## src/rtl/sockit_spi_slv_if.sv

```systemverilog
// Bundles the sockit SPI slave's configuration, SPI pins, byte streams and status.
// The slave modport is the responder's view; the master modport drives it.
interface sockit_spi_slv_if;
    logic       cfg_pol;
    logic       cfg_pha;
    logic       sts_clr;
    logic       spi_clk_i;
    logic       spi_ssn_i;
    logic       spi_sdi_i;
    logic       spi_sdo_o;
    logic       spi_sdo_e;
    logic [7:0] rx_dat;
    logic       rx_vld;
    logic       rx_rdy;
    logic [7:0] tx_dat;
    logic       tx_vld;
    logic       tx_rdy;
    logic       sts_act;
    logic       sts_end;
    logic       sts_ovf;
    logic       sts_udf;

    modport slave (
        input  cfg_pol, cfg_pha, sts_clr,
        input  spi_clk_i, spi_ssn_i, spi_sdi_i,
        input  rx_rdy, tx_dat, tx_vld,
        output spi_sdo_o, spi_sdo_e,
        output rx_dat, rx_vld, tx_rdy,
        output sts_act, sts_end, sts_ovf, sts_udf
    );

    modport master (
        output cfg_pol, cfg_pha, sts_clr,
        output spi_clk_i, spi_ssn_i, spi_sdi_i,
        output rx_rdy, tx_dat, tx_vld,
        input  spi_sdo_o, spi_sdo_e,
        input  rx_dat, rx_vld, tx_rdy,
        input  sts_act, sts_end, sts_ovf, sts_udf
    );
endinterface

```

## src/rtl/sockit_spi_slv.sv

```systemverilog
// Oversampling SPI slave: synchronizes the SPI pins into the system clock domain,
// deserializes MOSI into bytes and serializes a byte stream onto MISO. SYN must be >= 2.
module sockit_spi_slv #(
    parameter int         SYN = 2,
    parameter logic [7:0] IDL = 8'hff
) (
    input  logic            clk,
    input  logic            rst,
    sockit_spi_slv_if.slave bus
);

    logic [SYN-1:0] clk_sync;
    logic [SYN-1:0] ssn_sync;
    logic [SYN-1:0] sdi_sync;
    logic           clk_dly;
    logic           ssn_dly;

    logic           clk_s;
    logic           ssn_s;
    logic           sdi_s;
    logic           lead;
    logic           trail;
    logic           sel;
    logic           desel;
    logic           sample;
    logic           shift;
    logic           load;
    logic           rx_done;

    logic [2:0]     cnt;
    logic [7:0]     rx_sr;
    logic [7:0]     tx_sr;
    logic [7:0]     rx_byte;
    logic [7:0]     rx_dat;
    logic           rx_vld;
    logic           act;
    logic           sdo_e;
    logic           end_pls;
    logic           ovf;
    logic           udf;

    // The SPI clock is stored polarity-normalized, so its idle level is always 0
    // and the leading edge is always a rising edge of the synchronized value.
    always_ff @(posedge clk or negedge rst) begin
        if (!rst) begin
            clk_sync <= '0;
            ssn_sync <= '1;
            sdi_sync <= '0;
            clk_dly  <= 1'b0;
            ssn_dly  <= 1'b1;
        end else begin
            clk_sync <= {clk_sync[SYN-2:0], bus.spi_clk_i ^ bus.cfg_pol};
            ssn_sync <= {ssn_sync[SYN-2:0], bus.spi_ssn_i};
            sdi_sync <= {sdi_sync[SYN-2:0], bus.spi_sdi_i};
            clk_dly  <= clk_sync[SYN-1];
            ssn_dly  <= ssn_sync[SYN-1];
        end
    end

    assign clk_s   = clk_sync[SYN-1];
    assign ssn_s   = ssn_sync[SYN-1];
    assign sdi_s   = sdi_sync[SYN-1];

    assign lead    = clk_s & ~clk_dly;
    assign trail   = ~clk_s & clk_dly;
    assign sel     = ssn_dly & ~ssn_s;
    assign desel   = ~ssn_dly & ssn_s;

    // Clock edges only count while selected, and a deselect in the same cycle wins.
    assign sample  = act & ~desel & (bus.cfg_pha ? trail : lead);
    assign shift   = act & ~desel & (bus.cfg_pha ? lead : trail);
    assign load    = ~desel & ((sel & ~bus.cfg_pha) | (shift & (cnt == 3'd0)));
    assign rx_done = sample & (cnt == 3'd7);
    assign rx_byte = {rx_sr[6:0], sdi_s};

    always_ff @(posedge clk or negedge rst) begin
        if (!rst) begin
            act     <= 1'b0;
            sdo_e   <= 1'b0;
            end_pls <= 1'b0;
            cnt     <= 3'd0;
            rx_sr   <= 8'h00;
        end else begin
            end_pls <= desel;
            if (desel) begin
                act   <= 1'b0;
                sdo_e <= 1'b0;
                cnt   <= 3'd0;
            end else if (sel) begin
                act   <= 1'b1;
                sdo_e <= 1'b1;
                cnt   <= 3'd0;
                rx_sr <= 8'h00;
            end else if (sample) begin
                rx_sr <= rx_byte;
                cnt   <= cnt + 3'd1;
            end
        end
    end

    // A completed byte is accepted when the holding register is empty or being
    // drained in the same cycle; otherwise it is dropped and flagged.
    always_ff @(posedge clk or negedge rst) begin
        if (!rst) begin
            rx_dat <= 8'h00;
            rx_vld <= 1'b0;
        end else if (rx_done && (!rx_vld || bus.rx_rdy)) begin
            rx_dat <= rx_byte;
            rx_vld <= 1'b1;
        end else if (rx_vld && bus.rx_rdy) begin
            rx_vld <= 1'b0;
        end
    end

    always_ff @(posedge clk or negedge rst) begin
        if (!rst) begin
            tx_sr <= IDL;
        end else if (desel) begin
            tx_sr <= IDL;
        end else if (load) begin
            tx_sr <= bus.tx_vld ? bus.tx_dat : IDL;
        end else if (shift) begin
            tx_sr <= {tx_sr[6:0], 1'b1};
        end
    end

    // A new set condition overrides a simultaneous clear.
    always_ff @(posedge clk or negedge rst) begin
        if (!rst) begin
            ovf <= 1'b0;
            udf <= 1'b0;
        end else begin
            ovf <= (ovf & ~bus.sts_clr) | (rx_done & rx_vld & ~bus.rx_rdy);
            udf <= (udf & ~bus.sts_clr) | (load & ~bus.tx_vld);
        end
    end

    assign bus.spi_sdo_o = tx_sr[7];
    assign bus.spi_sdo_e = sdo_e;
    assign bus.rx_dat    = rx_dat;
    assign bus.rx_vld    = rx_vld;
    assign bus.tx_rdy    = load;
    assign bus.sts_act   = act;
    assign bus.sts_end   = end_pls;
    assign bus.sts_ovf   = ovf;
    assign bus.sts_udf   = udf;

endmodule

```

## src/flat_wrapper.sv

```systemverilog
// flat-port wrapper written by rule: the top's interface ports become plain ports
module sockit_spi_slv_flat 
#(
    parameter int         SYN = 2,
    parameter logic [7:0] IDL = 8'hff
)
  (clk, rst, bus_cfg_pol, bus_cfg_pha, bus_sts_clr, bus_spi_clk_i, bus_spi_ssn_i, bus_spi_sdi_i, bus_rx_rdy, bus_tx_dat, bus_tx_vld, bus_spi_sdo_o, bus_spi_sdo_e, bus_rx_dat, bus_rx_vld, bus_tx_rdy, bus_sts_act, bus_sts_end, bus_sts_ovf, bus_sts_udf);
  sockit_spi_slv_if bus_i ();
  input  logic clk;
  input  logic rst;
  input wire logic [$bits(bus_i.cfg_pol)-1:0] bus_cfg_pol;
  input wire logic [$bits(bus_i.cfg_pha)-1:0] bus_cfg_pha;
  input wire logic [$bits(bus_i.sts_clr)-1:0] bus_sts_clr;
  input wire logic [$bits(bus_i.spi_clk_i)-1:0] bus_spi_clk_i;
  input wire logic [$bits(bus_i.spi_ssn_i)-1:0] bus_spi_ssn_i;
  input wire logic [$bits(bus_i.spi_sdi_i)-1:0] bus_spi_sdi_i;
  input wire logic [$bits(bus_i.rx_rdy)-1:0] bus_rx_rdy;
  input wire logic [$bits(bus_i.tx_dat)-1:0] bus_tx_dat;
  input wire logic [$bits(bus_i.tx_vld)-1:0] bus_tx_vld;
  output wire logic [$bits(bus_i.spi_sdo_o)-1:0] bus_spi_sdo_o;
  output wire logic [$bits(bus_i.spi_sdo_e)-1:0] bus_spi_sdo_e;
  output wire logic [$bits(bus_i.rx_dat)-1:0] bus_rx_dat;
  output wire logic [$bits(bus_i.rx_vld)-1:0] bus_rx_vld;
  output wire logic [$bits(bus_i.tx_rdy)-1:0] bus_tx_rdy;
  output wire logic [$bits(bus_i.sts_act)-1:0] bus_sts_act;
  output wire logic [$bits(bus_i.sts_end)-1:0] bus_sts_end;
  output wire logic [$bits(bus_i.sts_ovf)-1:0] bus_sts_ovf;
  output wire logic [$bits(bus_i.sts_udf)-1:0] bus_sts_udf;
  assign bus_i.cfg_pol = bus_cfg_pol;
  assign bus_i.cfg_pha = bus_cfg_pha;
  assign bus_i.sts_clr = bus_sts_clr;
  assign bus_i.spi_clk_i = bus_spi_clk_i;
  assign bus_i.spi_ssn_i = bus_spi_ssn_i;
  assign bus_i.spi_sdi_i = bus_spi_sdi_i;
  assign bus_i.rx_rdy = bus_rx_rdy;
  assign bus_i.tx_dat = bus_tx_dat;
  assign bus_i.tx_vld = bus_tx_vld;
  assign bus_spi_sdo_o = bus_i.spi_sdo_o;
  assign bus_spi_sdo_e = bus_i.spi_sdo_e;
  assign bus_rx_dat = bus_i.rx_dat;
  assign bus_rx_vld = bus_i.rx_vld;
  assign bus_tx_rdy = bus_i.tx_rdy;
  assign bus_sts_act = bus_i.sts_act;
  assign bus_sts_end = bus_i.sts_end;
  assign bus_sts_ovf = bus_i.sts_ovf;
  assign bus_sts_udf = bus_i.sts_udf;
  sockit_spi_slv #(.SYN(SYN), .IDL(IDL)) u_core (.clk(clk), .rst(rst), .bus(bus_i));
endmodule
```

## config.mk

```make
export PLATFORM = sky130hd
export DESIGN_NAME = sockit_spi_slv_flat
export DESIGN_NICKNAME = d
export VERILOG_FILES = /design/src/rtl/sockit_spi_slv_if.sv /design/src/rtl/sockit_spi_slv.sv /design/src/flat_wrapper.sv
export SDC_FILE = /design/constraint.sdc
export NUM_CORES = 1
export LEC_CHECK = 0
export ABC_AREA = 0
export CAP_MARGIN = 0
export CORE_UTILIZATION = 45
export DETAILED_ROUTE_END_ITERATION = 8
export PLACE_DENSITY = 0.7
export SLEW_MARGIN = 20
export SYNTH_ARGS = -nofsm -noshare
export SYNTH_HDL_FRONTEND = slang
export SYNTH_SLANG_ARGS = --single-unit
```

## constraint.sdc

```tcl
create_clock -name clk -period 2.6 [get_ports clk]
set_input_delay 0.26 -clock clk [delete_from_list [all_inputs] [get_ports clk]]
set_output_delay 0.26 -clock clk [all_outputs]
set_load 0.005 [all_outputs]
```

Word level (Yosys, flattened, before mapping)
Index checks and enable logic that the tools add are counted.
W data, S select, Z words.
{ "op_classes": {"n_addsub": 1, "n_mux": 15, "bitwise": 29, "eq_ne": 1, "reduce_logical": 11} }
{ "ops": {"columns": ["operator", "count"], "rows": [
  ["$mux W8", 4],
  ["$and A1 B1 Y1", 16],
  ["$mux W7", 2],
  ["$mux W3", 3],
  ["$not A1 Y1", 9],
  ["$mux W1", 6],
  ["$reduce_bool A2 Y1", 3],
  ["$reduce_bool A3 Y1", 2],
  ["$add A3 B1 Y3 const B", 1],
  ["$eq A3 B3 Y1 const B", 1],
  ["$logic_not A3 Y1", 1],
  ["$or A1 B1 Y1", 3],
  ["$logic_and A1 B1 Y1", 2],
  ["$reduce_and A2 Y1", 1],
  ["$logic_not A1 Y1", 1],
  ["$logic_or A1 B1 Y1", 1],
  ["$xor A1 B1 Y1", 1]
]} }
{ "totals": {"ff_bits": 39, "input_bits": 18, "wordCells": 71, "out_inout_bits": 16} }

Logic depth before layout (Yosys ltp)
Gate-level depths: netlist of run 1.
{ "depth": {"word_depth": 10, "ltp_mapped": 8, "mapped_depth_nobuf": 6} }

Worst setup path after synthesis of run 1
Ideal clock, no wire load.
{ "synth_path": {"path_kind": "reg-to-reg", "from": "reg u_core.ssn_dly", "to": "reg u_core.rx_dat[0], in the netlist u_core.bus.rx_dat[0]", "required_time_ns": 2.475, "period_less_slack_ns": 2.017, "stages_incl_launch_ff": 7, "setup_time_ns": 0.125, "arrival_ns": 1.892, "slack_ns": 0.583, "path_buffers": 2, "cell_sequence": "dfstp_2 inv_1 ha_1 clkbuf_1 or4b_1 buf_6 mux2_4"} }
{ "synth_between": {"elab_chain_len": 7} }
{ "synth_lines": {"columns": ["item", "line", "source"], "rows": [
  ["from (decl)", "sockit_spi_slv.sv:16", "logic ssn_dly;"],
  ["from (signal assigned)", "sockit_spi_slv.sv:56", "ssn_dly <= ssn_sync[SYN-1];"],
  ["$not A1 Y1", "sockit_spi_slv.sv:67", "assign desel = ~ssn_dly & ssn_s;"],
  ["$and A1 B1 Y1", "sockit_spi_slv.sv:67", null],
  ["net u_core.desel", "sockit_spi_slv.sv:24", "logic desel;"],
  ["$not A1 Y1 (no source line)", null, null],
  ["$and A1 B1 Y1 (2 in a row)", "sockit_spi_slv.sv:70", "assign sample = act & ~desel & (bus.cfg_pha ? trail : lead);"],
  ["$and A1 B1 Y1", "sockit_spi_slv.sv:73", "assign rx_done = sample & (cnt == 3'd7);"],
  ["$logic_and A1 B1 Y1", "sockit_spi_slv.sv:107", "end else if (rx_done && (!rx_vld || bus.rx_rdy)) begin"],
  ["to (signal assigned)", "sockit_spi_slv.sv:108", "rx_dat <= rx_byte;"],
  ["to (decl)", "sockit_spi_slv.sv:34", "logic [7:0] rx_dat;"]
]} }
The timed path passes the listed nets, and every way through them passes these cells.
A chain may end at the register's enable or synchronous reset.

Worst setup path after layout of run 1
{ "layout_path": {"from": "reg u_core.ssn_dly", "to": "out bus_tx_rdy"} }
{ "layout_between": {"elab_chain_len": 8, "word_cells_on_any_way": 10, "cone_classes": "bitwise: 10"} }
{ "layout_lines": {"columns": ["item", "line", "source"], "rows": [
  ["$not A1 Y1 (*)", "sockit_spi_slv.sv:67", null],
  ["$and A1 B1 Y1 (*)", "sockit_spi_slv.sv:67", null],
  ["net u_core.desel", "sockit_spi_slv.sv:24", null],
  ["$not A1 Y1 (no source line) (*)", null, null],
  ["$and A1 B1 Y1 (2 in a row)", "sockit_spi_slv.sv:71", "assign shift = act & ~desel & (bus.cfg_pha ? lead : trail);"],
  ["$and A1 B1 Y1", "sockit_spi_slv.sv:72", "assign load = ~desel & ((sel & ~bus.cfg_pha) | (shift & (cnt == 3'd0)));"],
  ["$or A1 B1 Y1", "sockit_spi_slv.sv:72", null],
  ["$and A1 B1 Y1 (*)", "sockit_spi_slv.sv:72", null],
  ["to (decl)", "flat_wrapper.sv:24", "output wire logic [$bits(bus_i.tx_rdy)-1:0] bus_tx_rdy;"]
]} }
The timed path passes the listed nets; every way through them passes the cells marked *.

==> impl_metrics.csv, run 1 <==
group,metric,value,unit
power_and_ir_drop,leakagePower,1.015,nW
timing,finClkSkew,7.498,ps
synth,avgSynthCellArea,12.32,um^2
critical_path,startpoint,"u_core.ssn_dly$_DFF_PN1_",
synth,ys_seq_area_share,53.19,%
synth,synth.area.top_cells,"dfrtp_1, dfstp_2, mux2_4, mux2_2, ha_1",
global_routing,grt_util_all_layers,18.97,%
global_routing,grt_start_max_net_pins,40,
floorplanning,start_util,46.85,%
finish,n_fill_cell,326,
timing,slew_headroom,43.93,%
clock_network,clk_latency,290,ps
synth,ys.flop_type,"dfrtp_1",
detailed_routing,top_layer,"met4",
synth,async_flop_share,100.0,%
floorplanning,core,3971,um^2
synth,synth_top_area_cell,"dfrtp_1",
power_and_ir_drop,ir_drop,0.4890,mV
synth,yosysMostFrequentCell,"dfrtp_1",
finish,nets,210,
finish,fin_util,58.57,%
clock_network,h-tree-depth,2,
detailed_routing,detail_route.wl_per_cell,15.31,um
synth,syn_nets,174,
clock_network,clk_pin_slew_worst_paths,80,ps
detailed_routing,vias_per_cell,5.328,
clock_network,cts_setup_buffers,0,
detailed_routing,vias,1268,
clock_network,clock_sinks,39,
critical_path,critical_path_arrival,2160,ps
finish,drive_above_1_share,25.53,%
detailed_routing,first_pass_iters,4,
synth,synthDominantCellAreaShare,37.66,%
timing,setup_viol,0,
timing,tns,0,ps
critical_path,crit_fanout,8,
synth,yosysWarnings,0,
global_routing,grt_pass1_wl,6.106,mm
critical_path,cp.required,2340,ps
critical_path,critPathLaunchType,"flip-flop",
timing,rsz0062_at_grt,"no",
detailed_routing,drt_iter0_markers,65,
place,place_hpwl,2.634,mm
floorplanning,rows,23,
synth,synth.distinct_cells,38,
floorplanning,fp.dieW,66.30,um
synth,synth_edf_count,0,
timing,tightestPinTransition,841.1,ps
place,io_buffers,33,
timing,min_period,2421,ps
detailed_routing,drtAntennaViolNets,0,
synth,synthTopCellsByCount,"dfrtp_1, dfstp_2, nand2b_1, nor3_1",
critical_path,endpoint_kind,"output port",
synth,synthCells,151,
detailed_routing,drt_wl_total,3.643,mm
clock_network,cts_tree,"done",
floorplanning,ios,34,
run_status,status,"finished, final reports clean",
clock_network,cts_made_buffers,5,
power_and_ir_drop,powerDensity,601.1,nW/um^2
timing,fmax,413.1,MHz
finish,antenna_cells,0,
hold_path,hp-class,"primary input to asynchronous set/reset pin",
clock_network,cts_max_path_buffers,2,
detailed_routing,drc,0,
timing,slew_violations,0,
global_routing,grt.overflow.total,0,
finish,area_growth,25.02,%
floorplanning,dieHeight,66.30,um
timing,final.period_utilization,93.11,%
critical_path,criticalPathCategory,"flip-flop to output port",
detailed_routing,wl_met2,1.890,mm
synth,netlist_area,1861,um^2
floorplanning,dieArea,4396,um^2
flow_run,cap_viol_max_count,0,
critical_path,r2r-start,"u_core.ssn_sync[1]$_DFF_PN1_",
timing,timing.final.hold_violations,0,
detailed_routing,wl_met1,1.546,mm
place,globalplace.congestion,0.7463,
clock_network,root_buffer,"clkbuf_8",
synth,synth-seq-cells,39,
detailed_routing,wl_met3,137,um
global_routing,antenna_found_initial,0,
global_routing,grt_pass1_vias,1364,
## worst paths after layout
check	to	slack [ps]	depth (start not counted)
max in group asynchronous	u_core.bus.rx_dat[1]$_DFFE_PN0P_	2000	1
min in group clk	u_core.clk_sync[1]$_DFF_PN0_	350	0
worst min register to register	u_core.clk_sync[1]$_DFF_PN0_	350	0
worst min-delay path	u_core.bus.sts_udf$_DFF_PN0_	70	1
worst max-delay path	bus_tx_rdy	180	7
worst max register to register	u_core.tx_sr[4]$_DFFE_PN1P_	460	7
## worst max-delay path, stage by stage (launching register included)
cell and delay, ps:
dfstp_2 530, inv_1 40, ha_2 230, nor2_1 120, o2111ai_1 130, and2_1 210, nor2_1 110, clkdlybuf4s50_1 510
## power breakdown
group | switching, mW | total [mW] | internal [mW]
logic | 0.112 | 0.257 | 0.144
clock network | 0.203 | 0.390 | 0.187
registers | 0.0523 | 0.751 | 0.699
total | 0.367 | 1.40 | 1.03
## routing by layer
metal	track usage [%]	vias to the layer above
met5	0	-
met4	6.649	0
met3	5.000	6
met2	34.57	26
met1	21.04	632
li1	-	604
## flip-flops by register name (all words and copies together) (netlist names)
name,cells
u_core.bus.rx_dat,8
u_core.tx_sr,8
u_core.rx_sr,7
u_core.cnt,3
u_core.clk_sync,2
u_core.sdi_sync,2
u_core.ssn_sync,2
u_core.bus.rx_vld,1
u_core.bus.sts_act,1
u_core.bus.sts_end,1
u_core.bus.sts_ovf,1
u_core.bus.sts_udf,1
u_core.clk_dly,1
u_core.ssn_dly,1
## through the flow
step	area (um^2)	hold WS [ps]	setup slack, ps	cells	power, mW
detailed placement	2238	337.3	122.4	230	1.022
finish	2326	72.85	179.2	238	1.398
global route	2326	150.6	25.22	238	1.471
global placement	2238	337.3	180.3	230	1.002
CTS	2323	97.33	71.52	238	1.418
floorplan	1861	-35.59	582.7	151	0.9091
## layout make-up
type / instances / area, um^2 / share of cell area, %
clock buffers: 6 / 72.57 / 3.120
multi-input cells: 94 / 792.0 / 34.05
clock inverters: 2 / 12.51 / 0.5379
well taps: 50 / 62.56 / 2.690
inverters: 9 / 33.78 / 1.452
repair buffers: 38 / 362.8 / 15.60
flip-flops and latches: 39 / 989.7 / 42.55
## placed cells by master, fill, tap and decap left out, types with 7 or more instances in the layout
cell / netlist / routed
a2111oi_0: 7 / 7
inv_1: 9 / 9
nor2_1: 9 / 9
a211oi_1: 7 / 7
nor3_1: 10 / 10
dfstp_2: 11 / 11
clkdlybuf4s50_1: 0 / 32
dfrtp_1: 28 / 28
mux2_4: 8 / 8
nand2b_1: 10 / 10
nor2b_1: 7 / 7
mux2_2: 7 / 7
## cells by family (layout without fill, tap and decap cells)
logic type / after synthesis / in the layout / synth area share [%]
adder cells (fa/ha/maj): 5 / 5 / 3.362
flip-flops: 39 / 39 / 53.19
AND/OR/NAND/NOR: 49 / 49 / 16.54
multiplexers: 18 / 18 / 12.31
XOR/XNOR: 2 / 2 / 0.9417
AO/OA/AOI/OAI: 20 / 20 / 9.281
buffers and inverters: 18 / 55 / 4.371
## repair_timing
| item | 4_1_cts | 5_1_grt |
|---|---|---|
| hold buffers | 0 | 0 |
| resized for setup | 0 | 1 |
| setup endpoints to repair | 0 | 1 |
| endpoints found under the hold margin | 0 | 0 |
Power figures use the tool's default switching activity.
==> inputs of run 2 (changes only) <==
--- a/config.mk
+++ b/config.mk
@@ -7,9 +7,9 @@
 export LEC_CHECK = 0
 export ABC_AREA = 0
 export CAP_MARGIN = 0
-export CORE_UTILIZATION = 45
+export CORE_UTILIZATION = 50
 export DETAILED_ROUTE_END_ITERATION = 8
-export PLACE_DENSITY = 0.7
+export PLACE_DENSITY = 0.77
 export SLEW_MARGIN = 20
 export SYNTH_ARGS = -nofsm -noshare
 export SYNTH_HDL_FRONTEND = slang
==> run 2 against run 1 <==
Via count fell by 1.6%. Final area is 0.27% lower. Count of clock-buffer cells in the layout grew 1. Worst hold slack got worse by 4.3 ps. Clock power down 2%. Non-clock buffer count stayed put. Critical path type unchanged. Largest cell class unchanged. Largest power group unchanged. Highest routed layer unchanged.
==> impl_metrics.csv, run 2 (same netlist as run 1, synthesis figures left out) <==
group,metric,value,unit
finish,stdcell_area,2320,um^2
finish,antenna_cells,0,
power_and_ir_drop,powerDensity,595.4,nW/um^2
clock_network,cts_tree,"done",
critical_path,crit_fanout,8,
floorplanning,dieArea,3969,um^2
global_routing,grt_pass1_vias,1290,
critical_path,r2r_end,"u_core.bus.rx_dat[1]$_DFFE_PN0P_",
power_and_ir_drop,ir_drop,0.4317,mV
place,io_buffers,33,
global_routing,antenna_found_initial,0,
power_and_ir_drop,leakagePower,1.012,nW
clock_network,clk_pin_slew_worst_paths,70,ps
critical_path,r2r-start,"u_core.ssn_dly$_DFF_PN1_",
timing,tns,0,ps
power_and_ir_drop,p_int,1.033,mW
clock_network,cts_made_buffers,5,
timing,min_period,2407,ps
critical_path,criticalPathCategory,"flip-flop to output port",
clock_network,root_buffer,"clkbuf_8",
place,dpl_worst_slack,113.3,ps
detailed_routing,drc,0,
clock_network,cts_max_path_buffers,2,
clock_network,clk_latency,280,ps
timing,final.period_utilization,92.56,%
timing,fin_ws,193.5,ps
global_routing,grt_util_all_layers,18.79,%
power_and_ir_drop,switching_share,25.22,%
timing,setup_viol,0,
clock_network,h-tree-depth,2,
global_routing,grt_start_max_net_pins,40,
timing,finClkSkew,6.236,ps
critical_path,endpoint_kind,"output port",
detailed_routing,vias_per_cell,5.333,
timing,slew_violations,0,
timing,fmax,415.5,MHz
detailed_routing,detail_route.wl_per_cell,13.85,um
critical_path,critical_path_arrival,2150,ps
finish,layout_commonest_cell,"clkdlybuf4s50_1",
floorplanning,core,3442,um^2
clock_network,cts_setup_buffers,0,
floorplanning,rows,21,
timing,slew_headroom,45.69,%
floorplanning,fp.dieW,63,um
detailed_routing,vias,1248,
detailed_routing,drt_iter0_markers,48,
clock_network,clock_sinks,39,
power_and_ir_drop,share_comb_of_total_power,18.2,%
global_routing,grt_pass1_wl,5.816,mm
timing,tightestPinTransition,814.7,ps
power_and_ir_drop,p_sw,348.3,uW
flow_run,cap_viol_max_count,0,
global_routing,grt.overflow.total,0,
run_status,status,"finished, final reports clean",
finish,area_growth,24.68,%
place,place_hpwl,2.379,mm
floorplanning,ios,34,
critical_path,cp.required,2340,ps
detailed_routing,drtAntennaViolNets,0,
timing,timing.final.hold_violations,0,
timing,rsz0062_at_grt,"no",
clock_network,cts.hold.buffers_added,0,
critical_path,critPathLaunchType,"flip-flop",
finish,nets,210,
critical_path,r2r_setup_slack,490,ps
place,placed_cell_area,2233,um^2
place,dp.cells,226,
finish,fin_cells,234,
critical_path,r2r_cells,4,
finish,fin_util,67.39,%
floorplanning,start_util,54.05,%
finish,layout_common_cells,"clkdlybuf4s50_1, dfrtp_1, dfstp_2",
place,globalplace.congestion,0.8039,
detailed_routing,drt_wl_total,3.241,mm
power_and_ir_drop,clock_power_share,27.6,%
finish,drive_above_1_share,25.00,%
floorplanning,dieHeight,63,um
detailed_routing,first_pass_iters,3,
power_and_ir_drop,power_frac_seq,54.1,%
hold_path,hp-class,"primary input to asynchronous set/reset pin",
finish,top_regs,"u_core.bus.rx_dat: 8 flops, u_core.tx_sr: 8 flops, u_core.rx_sr: 7 flops",
-- run 2: stage by stage --
| step | total power [mW] | hold slack (ps) |
|---|---|---|
| global route | 1.462 | 131.3 |
| floorplan | 0.9091 | -35.59 |
| finish | 1.381 | 68.50 |
| global placement | 1.002 | 335.7 |
| detailed placement | 1.015 | 335.5 |
| CTS | 1.399 | 98.53 |
-- run 2: per-layer routing --
layer | share of wire [%] | up-vias | GRT usage, %
met5 | 0 | - | 0
met2 | 51 | 24 | 31.85
met1 | 44 | 613 | 22.89
li1 | - | 606 | -
met3 | 4.4 | 5 | 4.562
met4 | 1.3 | 0 | 7.267
-- run 2: area by class of cell --
cell class	count	area, um^2
Multi-Input combinational cell	94	792.0
Clock inverter	1	7.507
Sequential cell	39	989.7
Fill cell	268	1122
Timing Repair Buffer	38	362.8
Clock buffer	7	76.32
Tap cell	46	57.56
Inverter	9	33.78
-- run 2: how the worst max path moves through the flow --
stage | startpoint | end | slack [ps] | cells after the start
4_1_cts | u_core.ssn_dly$_DFF_PN1_ | bus_tx_rdy | 80 | 7
2_1_floorplan | u_core.ssn_dly$_DFF_PN1_ | u_core.bus.rx_dat[0]$_DFFE_PN0P_ | 580 | 6
3_3_place_gp | bus_cfg_pha | u_core.bus.rx_dat[3]$_DFFE_PN0P_ | 200 | 5
5_1_grt | u_core.ssn_dly$_DFF_PN1_ | bus_tx_rdy | 30 | 7
3_5_place_dp | bus_cfg_pha | u_core.bus.rx_dat[0]$_DFFE_PN0P_ | 110 | 5
6_report | u_core.ssn_dly$_DFF_PN1_ | bus_tx_rdy | 190 | 7
-- run 2: critical path: stages (launching register included) --
cell and delay [ps]:
dfstp_2 530, inv_1 40, ha_2 230, nor2_1 110
o2111ai_1 140, and2_1 210, nor2_1 90, clkdlybuf4s50_1 500
-- run 2: power groups by stage --
stage / Combinational (mW) / Clock [mW] / Sequential, mW
detailed placement: 0.254 / 0 / 0.761
global placement: 0.246 / 0 / 0.756
global route: 0.281 / 0.422 / 0.759
finish: 0.252 / 0.382 / 0.747
CTS: 0.255 / 0.395 / 0.749
floorplan: 0.162 / 0 / 0.747
-- run 2: repair_timing --
item,CTS,global route
setup endpoints to repair,0,1
resized for setup,0,1
endpoints found under the hold margin,0,0
==> inputs of run 3 (changes only) <==
--- a/config.mk
+++ b/config.mk
@@ -8,6 +8,7 @@
 export ABC_AREA = 0
 export CAP_MARGIN = 0
 export CORE_UTILIZATION = 50
+export CTS_BUF_LIST = sky130_fd_sc_hd__clkbuf_16
 export DETAILED_ROUTE_END_ITERATION = 8
 export PLACE_DENSITY = 0.77
 export SLEW_MARGIN = 20
==> run 3 against run 2 <==
Non-clock buffer count unchanged. Global-route usage grew 1.3 points. Setup slack got worse by 3.9 ps. Final area up 2.4%. Count of clock-buffer cells in the layout is 2 lower. Worst hold slack improved by 10 ps. Clock power is 47% higher. Cell count stayed put. Fmax is 0.16% lower. Critical path depth unchanged. Critical path type unchanged. Critical endpoint unchanged.
==> impl_metrics.csv, run 3 (same netlist as run 1, synthesis figures left out) <==
group,metric,value,unit
timing,min_period,2410,ps
detailed_routing,drc,0,
clock_network,clk_pin_slew_worst_paths,50,ps
finish,antenna_cells,0,
critical_path,critPathLaunchType,"flip-flop",
timing,slew_violations,0,
clock_network,cts_tree,"done",
timing,tns,0,ps
global_routing,grt_pass1_wl,6.085,mm
timing,fmax,414.9,MHz
global_routing,antenna_found_initial,0,
global_routing,grt_start_max_net_pins,40,
floorplanning,fp.dieW,63,um
run_status,status,"finished, final reports clean",
finish,layout_common_cells,"clkdlybuf4s50_1, dfrtp_1, inv_1, dfstp_2",
critical_path,criticalPathCategory,"flip-flop to output port",
critical_path,startpoint,"u_core.ssn_dly$_DFF_PN1_",
finish,layout_commonest_cell,"clkdlybuf4s50_1",
detailed_routing,vias_per_cell,5.436,
floorplanning,dieArea,3969,um^2
critical_path,r2r-start,"u_core.ssn_dly$_DFF_PN1_",
timing,tightestPinTransition,813.7,ps
finish,fin_util,69.03,%
global_routing,grt_util_all_layers,20.09,%
critical_path,endpoint_kind,"output port",
global_routing,grt.overflow.total,0,
power_and_ir_drop,ir_drop,0.4940,mV
clock_network,clk_latency,270,ps
hold_path,hp-class,"primary input to asynchronous set/reset pin",
timing,slew_headroom,45.75,%
critical_path,critical_path_arrival,2150,ps
power_and_ir_drop,powerDensity,658.8,nW/um^2
place,globalplace.congestion,0.8039,
finish,nets,210,
floorplanning,ios,34,
critical_path,crit_fanout,8,
clock_network,cts.hold.buffers_added,0,
critical_path,cp_common_cell,"nor2_1",
finish,fin_cells,234,
detailed_routing,drt_wl_total,3.393,mm
critical_path,crit_family,"buffers and inverters",
flow_run,cap_viol_max_count,0,
place,place_hpwl,2.379,mm
clock_network,cts_resized,0,
timing,finClkSkew,3.017,ps
finish,n_fill_cell,265,
detailed_routing,drt_iter0_markers,71,
timing,final.period_utilization,92.71,%
timing,rsz0062_at_grt,"no",
critical_path,slowest_stage,"dfstp_2",
floorplanning,core,3442,um^2
detailed_routing,vias,1272,
timing,whs,78.62,ps
critical_path,worstPathCellList,"inv_1 -> ha_2 -> nor2_1 -> o2111ai_1 -> and2_1 -> nor2_1 -> clkdlybuf4s50_1",
power_and_ir_drop,leakagePower,1.046,nW
timing,setup_viol,0,
finish,area_growth,27.71,%
detailed_routing,detail_route.wl_per_cell,14.50,um
place,dp.cells,226,
detailed_routing,drtAntennaViolNets,0,
global_routing,grt_pass1_vias,1346,
clock_network,root_buffer,"clkbuf_16",
floorplanning,start_util,54.05,%
finish,drive_above_1_share,25.00,%
critical_path,cp.buffers_inverters,2,
critical_path,cp_slowest_stage_delay,530,ps
detailed_routing,first_pass_iters,3,
critical_path,cp.required,2340,ps
clock_network,cts_max_path_buffers,2,
clock_network,cts_setup_buffers,0,
clock_network,clock_sinks,39,
timing,timing.final.hold_violations,0,
clock_network,h-tree-depth,2,
place,io_buffers,33,
finish,top_regs,"u_core.bus.rx_dat: 8 flops, u_core.tx_sr: 8 flops, u_core.rx_sr: 7 flops",
floorplanning,dieHeight,63,um
floorplanning,rows,21,
clock_network,cts_made_buffers,5,
## run 3: cell count changes in the layout (fill, tap and decap cells not counted)
cell	previous run	this run
clkbuf_1	2	0
clkbuf_16	0	5
clkbuf_8	5	0
inv_1	9	11
## run 3: layout make-up
type                    count  area (um^2)  share of cell area, %
flip-flops and latches     39        989.7                  41.65
clock inverters             3        15.01                 0.6319
multi-input cells          94        792.0                  33.33
well taps                  46        57.56                  2.422
repair buffers             38        362.8                  15.27
clock buffers               5        125.1                  5.266
inverters                   9        33.78                  1.422
## run 3: metal layers
layer / up-vias / global-route usage (%) / wire [um]
li1: 611 / - / -
met1: 629 / 22.77 / 1461
met2: 26 / 34.81 / 1735
met3: 6 / 6.387 / 140
met4: 0 / 7.849 / 56
met5: - / 0 / 0
## run 3: through the flow
step	worst slack (ps)	total power, mW	cell area (um^2)
final	189.6	1.565	2376
after floorplan	582.7	0.9091	1861
after CTS	98.79	1.581	2374
after detailed placement	113.3	1.015	2233
after global placement	196.1	1.002	2233
after global routing	49.42	1.650	2376
## run 3: path summary, 6_finish.rpt
path | to | depth (start not counted) | slack, ps
min | u_core.bus.sts_end$_DFF_PN0_ | 1 | 80
max reg2reg | u_core.bus.rx_dat[1]$_DFFE_PN0P_ | 4 | 470
max | bus_tx_rdy | 7 | 190
min in group clk | u_core.clk_sync[1]$_DFF_PN0_ | 0 | 350
min reg2reg | u_core.clk_sync[1]$_DFF_PN0_ | 0 | 350
max in group asynchronous | u_core.bus.rx_dat[7]$_DFFE_PN0P_ | 1 | 2000
## run 3: power by group
part | total [mW] | switching (mW) | leakage (nW) | internal, mW
sequential | 0.749 | 0.0491 | 0.484 | 0.700
combinational | 0.255 | 0.111 | 0.490 | 0.144
clock | 0.561 | 0.214 | 0.0724 | 0.347
total | 1.57 | 0.374 | 1.05 | 1.19
